**src/rtl/exc_pkg.sv**
```systemverilog
// Shared definitions for the exception/flush sequencer: exception codes,
// subcodes, counter width and FSM state encoding.
package exc_pkg;

  // Exception codes reported to the CSR file
  localparam logic [5:0] ECODE_INT  = 6'h00;
  localparam logic [5:0] ECODE_ADEF = 6'h08;
  localparam logic [5:0] ECODE_ALE  = 6'h09;
  localparam logic [5:0] ECODE_SYS  = 6'h0B;
  localparam logic [5:0] ECODE_BRK  = 6'h0C;
  localparam logic [5:0] ECODE_INE  = 6'h0D;

  // Subcodes; every current cause uses subcode 0
  localparam logic [8:0] ESUBCODE_ADEF = 9'h000;
  localparam logic [8:0] ESUBCODE_NONE = 9'h000;

  // Flush counter width; holds FLUSH_CYCLES-1 for FLUSH_CYCLES up to 15
  localparam int unsigned FlushCntW = 4;

  // Sequencer states
  typedef enum logic [1:0] {
    StIdle     = 2'd0,
    StFlush    = 2'd1,
    StRedirect = 2'd2
  } exc_state_e;

endpackage

```
**src/rtl/exc_prio_enc.sv**
```systemverilog
// Exception cause priority encoder: folds the per-instruction exception
// flags and the pending interrupt into a single {any, ecode, esubcode}.
module exc_prio_enc
  import exc_pkg::*;
(
  input  logic       has_int_i,
  input  logic       adef_i,
  input  logic       ale_i,
  input  logic       ine_i,
  input  logic       sys_i,
  input  logic       brk_i,
  output logic       any_o,
  output logic [5:0] ecode_o,
  output logic [8:0] esubcode_o
);

  // Priority select, highest first: INT, ADEF, INE, SYS, BRK, ALE
  always_comb begin
    any_o      = has_int_i | adef_i | ale_i | ine_i | sys_i | brk_i;
    ecode_o    = 6'h00;
    esubcode_o = ESUBCODE_NONE;
    if (has_int_i) begin
      ecode_o = ECODE_INT;
    end else if (adef_i) begin
      ecode_o    = ECODE_ADEF;
      esubcode_o = ESUBCODE_ADEF;
    end else if (ine_i) begin
      ecode_o = ECODE_INE;
    end else if (sys_i) begin
      ecode_o = ECODE_SYS;
    end else if (brk_i) begin
      ecode_o = ECODE_BRK;
    end else if (ale_i) begin
      ecode_o = ECODE_ALE;
    end
  end

endmodule

```
**src/rtl/exc_flush_ctrl.sv**
```systemverilog
// Exception and flush sequencer between writeback and the CSR file.
// Emits one-cycle wb_ex / ertn_flush strobes, then holds pipe_flush for
// FLUSH_CYCLES cycles and offers the latched redirect target to fetch.
// While a sequence is in flight no further writeback event is accepted.
module exc_flush_ctrl
  import exc_pkg::*;
#(
  parameter int unsigned FLUSH_CYCLES = 2  // legal 1..15
) (
  input  logic        clk,
  input  logic        resetn,
  input  logic        wb_valid,
  input  logic        wb_adef,
  input  logic        wb_ale,
  input  logic        wb_ine,
  input  logic        wb_sys,
  input  logic        wb_brk,
  input  logic        wb_ertn,
  input  logic        has_int,
  input  logic [31:0] ex_entry,
  input  logic [31:0] era,
  input  logic        redirect_ready,
  output logic        wb_ex,
  output logic [5:0]  wb_ecode,
  output logic [8:0]  wb_esubcode,
  output logic        ertn_flush,
  output logic        wb_cancel,
  output logic        pipe_flush,
  output logic        redirect_valid,
  output logic [31:0] redirect_pc,
  output logic        busy
);

  localparam logic [FlushCntW-1:0] FlushLoad = FlushCntW'(FLUSH_CYCLES - 1);

  exc_state_e           state_q, state_d;
  logic [FlushCntW-1:0] cnt_q, cnt_d;
  logic [31:0]          pc_q, pc_d;
  logic                 busy_q;

  logic       cause_any;
  logic [5:0] cause_ecode;
  logic [8:0] cause_esubcode;
  logic       trig;
  logic       ex_event;
  logic       ret_event;

  exc_prio_enc u_prio_enc (
    .has_int_i  (has_int),
    .adef_i     (wb_adef),
    .ale_i      (wb_ale),
    .ine_i      (wb_ine),
    .sys_i      (wb_sys),
    .brk_i      (wb_brk),
    .any_o      (cause_any),
    .ecode_o    (cause_ecode),
    .esubcode_o (cause_esubcode)
  );

  // Event decode; resetn gating keeps the strobes low while reset is held
  always_comb begin
    trig      = wb_valid & resetn & (state_q == StIdle);
    ex_event  = trig & cause_any;
    ret_event = trig & wb_ertn & ~cause_any;
  end

  // Next-state, flush counter and redirect target
  always_comb begin
    state_d = state_q;
    cnt_d   = cnt_q;
    pc_d    = pc_q;
    unique case (state_q)
      StIdle: begin
        if (ex_event) begin
          pc_d    = ex_entry;
          cnt_d   = FlushLoad;
          state_d = StFlush;
        end else if (ret_event) begin
          pc_d    = era;
          cnt_d   = FlushLoad;
          state_d = StFlush;
        end
      end
      StFlush: begin
        if (cnt_q == '0) begin
          state_d = StRedirect;
        end else begin
          cnt_d = cnt_q - 1'b1;
        end
      end
      StRedirect: begin
        if (redirect_ready) begin
          state_d = StIdle;
        end
      end
      default: begin
        state_d = StIdle;
      end
    endcase
  end

  // State, counter, target and busy registers
  always_ff @(posedge clk or negedge resetn) begin
    if (!resetn) begin
      state_q <= StIdle;
      cnt_q   <= '0;
      pc_q    <= '0;
      busy_q  <= 1'b0;
    end else begin
      state_q <= state_d;
      cnt_q   <= cnt_d;
      pc_q    <= pc_d;
      busy_q  <= (state_d != StIdle);
    end
  end

  // Output decode; cause fields read as zero unless an exception commits
  always_comb begin
    wb_ex          = ex_event;
    wb_cancel      = ex_event;
    ertn_flush     = ret_event;
    wb_ecode       = ex_event ? cause_ecode : 6'h00;
    wb_esubcode    = ex_event ? cause_esubcode : 9'h000;
    pipe_flush     = (state_q == StFlush);
    redirect_valid = (state_q == StRedirect);
    redirect_pc    = pc_q;
    busy           = busy_q;
  end

endmodule

```
**config.mk**
```make
export PLATFORM = sky130hd
export DESIGN_NAME = exc_flush_ctrl
export DESIGN_NICKNAME = d
export VERILOG_FILES = /design/src/rtl/exc_pkg.sv /design/src/rtl/exc_prio_enc.sv /design/src/rtl/exc_flush_ctrl.sv
export SDC_FILE = /design/constraint.sdc
export NUM_CORES = 1
export LEC_CHECK = 0
export ABC_AREA = 1
export BUFFER_PORTS_ARGS = -buffer_cell sky130_fd_sc_hd__buf_2
export CELL_PAD_IN_SITES_DETAIL_PLACEMENT = 0
export CELL_PAD_IN_SITES_GLOBAL_PLACEMENT = 2
export CORE_AREA = 3 3 110 112
export CTS_BUF_LIST = sky130_fd_sc_hd__clkbuf_16
export CTS_CLUSTER_SIZE = 8
export DETAILED_ROUTE_END_ITERATION = 8
export DIE_AREA = 0 0 113 115
export PLACE_DENSITY_LB_ADDON = 0.1
export SLEW_MARGIN = 5
export SYNTH_ARGS = -nofsm -noshare
export SYNTH_HDL_FRONTEND = slang
export SYNTH_HIERARCHICAL = 1
export SYNTH_SLANG_ARGS = --single-unit
```
**constraint.sdc**
```tcl
create_clock -name clk -period 1.5 [get_ports clk]
set_input_delay 0.15 -clock clk [delete_from_list [all_inputs] [get_ports clk]]
set_output_delay 0.15 -clock clk [all_outputs]
set_load 0.01 [all_outputs]
```
==> flow_summary.ini <==
[floorplanning]
die_h_microns = 115
die_w_microns = 113
ios = 128
start_util_pct = 22.7
num_rows = 39
coreArea_sq_um = 11300
dieArea_sq_um = 13000

[setup_path]
critPathLaunchType = flip-flop
path_class = flip-flop to primary output
cp_data_arrival_time_ns = 1.37
end_kind = primary output
worst_ep_required_time_ns = 1.35
path_max_fanout = 7

[clock_network]
path_clk_slew_ns = 0.06
clk_path_buf_depth = 2
cts.sinks = 39
clockRootBuffer = clkbuf_16
cts_inserted_buffers = 5
h-tree-depth = 2
insertion_delay_ns = 0.28
cts_tree = done

[timing]
fmax_mhz = 657
worst_slew_pin_slew_ns = 0.548
period_share_pct = 101
finalSetupViolCount = 6
clock_skew_ns = 0.00375
holdWs_ns = 0.156
slew_violations = 0
finalSetupTns_ns = -0.0636
fin_crit_ns = 1.52
maxSlewHeadroom_pct = 63.4
hold_viol_final = 0
rsz0062_at_grt = true
finalWorstSetupSlack_ns = -0.0211

[yosys]
yosysWarnings = 6
yosys_register_bits = 39
syn_area_per_cell_sq_um = 6.56
synth_cell_types = 25
syn_area_sq_um = 2570
ys_seq_area_share_pct = 38.0
syn_inst = 392

[placement]
port_buffers = 116
gp_congestion = 0.761
placed_cells = 645
dp_hpwl_microns = 6270
dp_slack_ns = -0.00689

[route]
antenna_left = 0
drtIter0Drc = 129
via_count = 2711
drc = 0
wl_per_cell_microns = 13.2
vias_per_cell = 4.10
drtPass1Iterations = 4
wirelength_microns = 8740

[layout]
fin_util_pct = 32.3
diodes = 0
nFillCells = 1336
num-nets-final = 595
final_cells = 662
drive_gt1_share_pct = 32.8
synthToLayoutAreaGrowth_pct = 42.1

[grt]
overflow = 0
grt_usage_pct = 13.6
antenna_found_initial = 0
grt_max_degree = 40
grt_pass1_wl_microns = 14000
first_global_vias = 2714

[power]
power_density_nw_per_um2 = 1590
p_leak_uw = 0.00222
ir_worst_vdd_mv = 0.497

[flow_run]
maxCapViolCount = 0

[run_status]
status = finished with violations
violations = setup timing

[worst_hold_path]
hold_class = input port to flip-flop
[cell type report]
cell class	instances	area, sq um	share of cell area (%)
clock buffer	5	125	3.42
multi-input combinational	236	1140	31.2
timing repair buffer	143	871	23.8
sequential	39	976	26.7
inverter	93	349	9.55
tap	143	179	4.90
clock inverter	3	16.3	0.445
[worst paths after layout]
path                                             start                          end  slack [ns]  cells past startpoint
hold reg to reg            redirect_pc[24]$_DFFE_PN0P_  redirect_pc[24]$_DFFE_PN0P_        0.47                      2
max in group asynchronous                       resetn         state_q[1]$_DFF_PN0_        0.60                      3
min in group asynchronous                       resetn   redirect_pc[4]$_DFFE_PN0P_        0.53                      3
hold / removal                          redirect_ready         state_q[1]$_DFF_PN0_        0.16                      3
setup reg to reg                  state_q[0]$_DFF_PN0_  redirect_pc[13]$_DFFE_PN0P_        0.07                      8
setup / recovery                  state_q[0]$_DFF_PN0_                  wb_ecode[3]       -0.02                      5
[repair_timing]
action / in CTS / in global routing
hold endpoints to repair: 39 / 0
setup buffers: 7 / 0
pin swaps: 2 / 2
resized for setup: 9 / 15
gates cloned: 1 / 0
setup endpoints to repair: 7 / 40
hold buffers: 1 / 0
[layer usage]
layer	GRT usage, %	vias up	share of wire, %	routed length, microns
met4	3.45	0	0.90	79
li1	-	1411	-	-
met2	20.9	96	45	3890
met5	0	-	0	0
met3	3.79	5	7.6	666
met1	18.8	1199	47	4110
[metrics by stage]
step / power [uW] / area, sq um
detailed placement: 4540 / 3320
global route: 6310 / 3650
global placement: 4540 / 3320
finish: 5800 / 3650
floorplan: 3400 / 2610
CTS: 5870 / 3590
[cell families after synthesis]
family,count (synthesis),synth area share [%]
compound gates,4,1.07
flops,39,38.0
buf+inv,127,21.5
other cells,1,0.146
simple gates,218,38.0
fa+ha+maj,2,0.973
xor+xnor,1,0.341
[power breakdown]
part           switching (uW)  internal, uW
Sequential                297          1570
Combinational            1680          1210
Clock                     435           607
Total                    2410          3390
[critical path, cell delays in order, from the launching register on]
cell and delay, ns:
dfrtp_1 0.40, nor2_4 0.22, nand3_4 0.11, buf_12 0.16, nor2_2 0.06, buf_2 0.13
[registers in the layout, summed over array words and instances (netlist names)]
signal,cells
busy,1
cnt_q,4
redirect_pc,32
state_q,2
[layout by cell type, fill, tap and decap left out, types with 2 or more instances in the layout]
cell type and n:
a21oi_1 2, buf_12 2, buf_2 114, buf_4 18
buf_6 6, clkbuf_16 5, conb_1 11, dfrtp_1 39
ha_1 2, inv_1 90, inv_2 4, nand2_1 112
nand2_2 4, nand3_1 36, nand3_2 3, nand4_1 33
nor2_1 19, nor2_2 4, nor2_4 3
[cell usage after synthesis (all sizes together)]
| master | count | area (sq um) |
|---|---|---|
| ha | 2 | 25.0 |
| nand2 | 116 | 438 |
| o21ai | 1 | 5.00 |
| inv | 93 | 349 |
| o211ai | 1 | 12.5 |
| or2 | 2 | 12.5 |
| nand4 | 33 | 206 |
| nor2 | 26 | 110 |
| conb | 1 | 3.75 |
| nand3 | 40 | 205 |
| buf | 25 | 170 |
| clkbuf | 9 | 33.8 |
| xnor2 | 1 | 8.76 |
| dfrtp | 39 | 976 |
| nor3 | 1 | 5.00 |
| a21oi | 2 | 10.0 |
(Power assumes the default switching activity.)
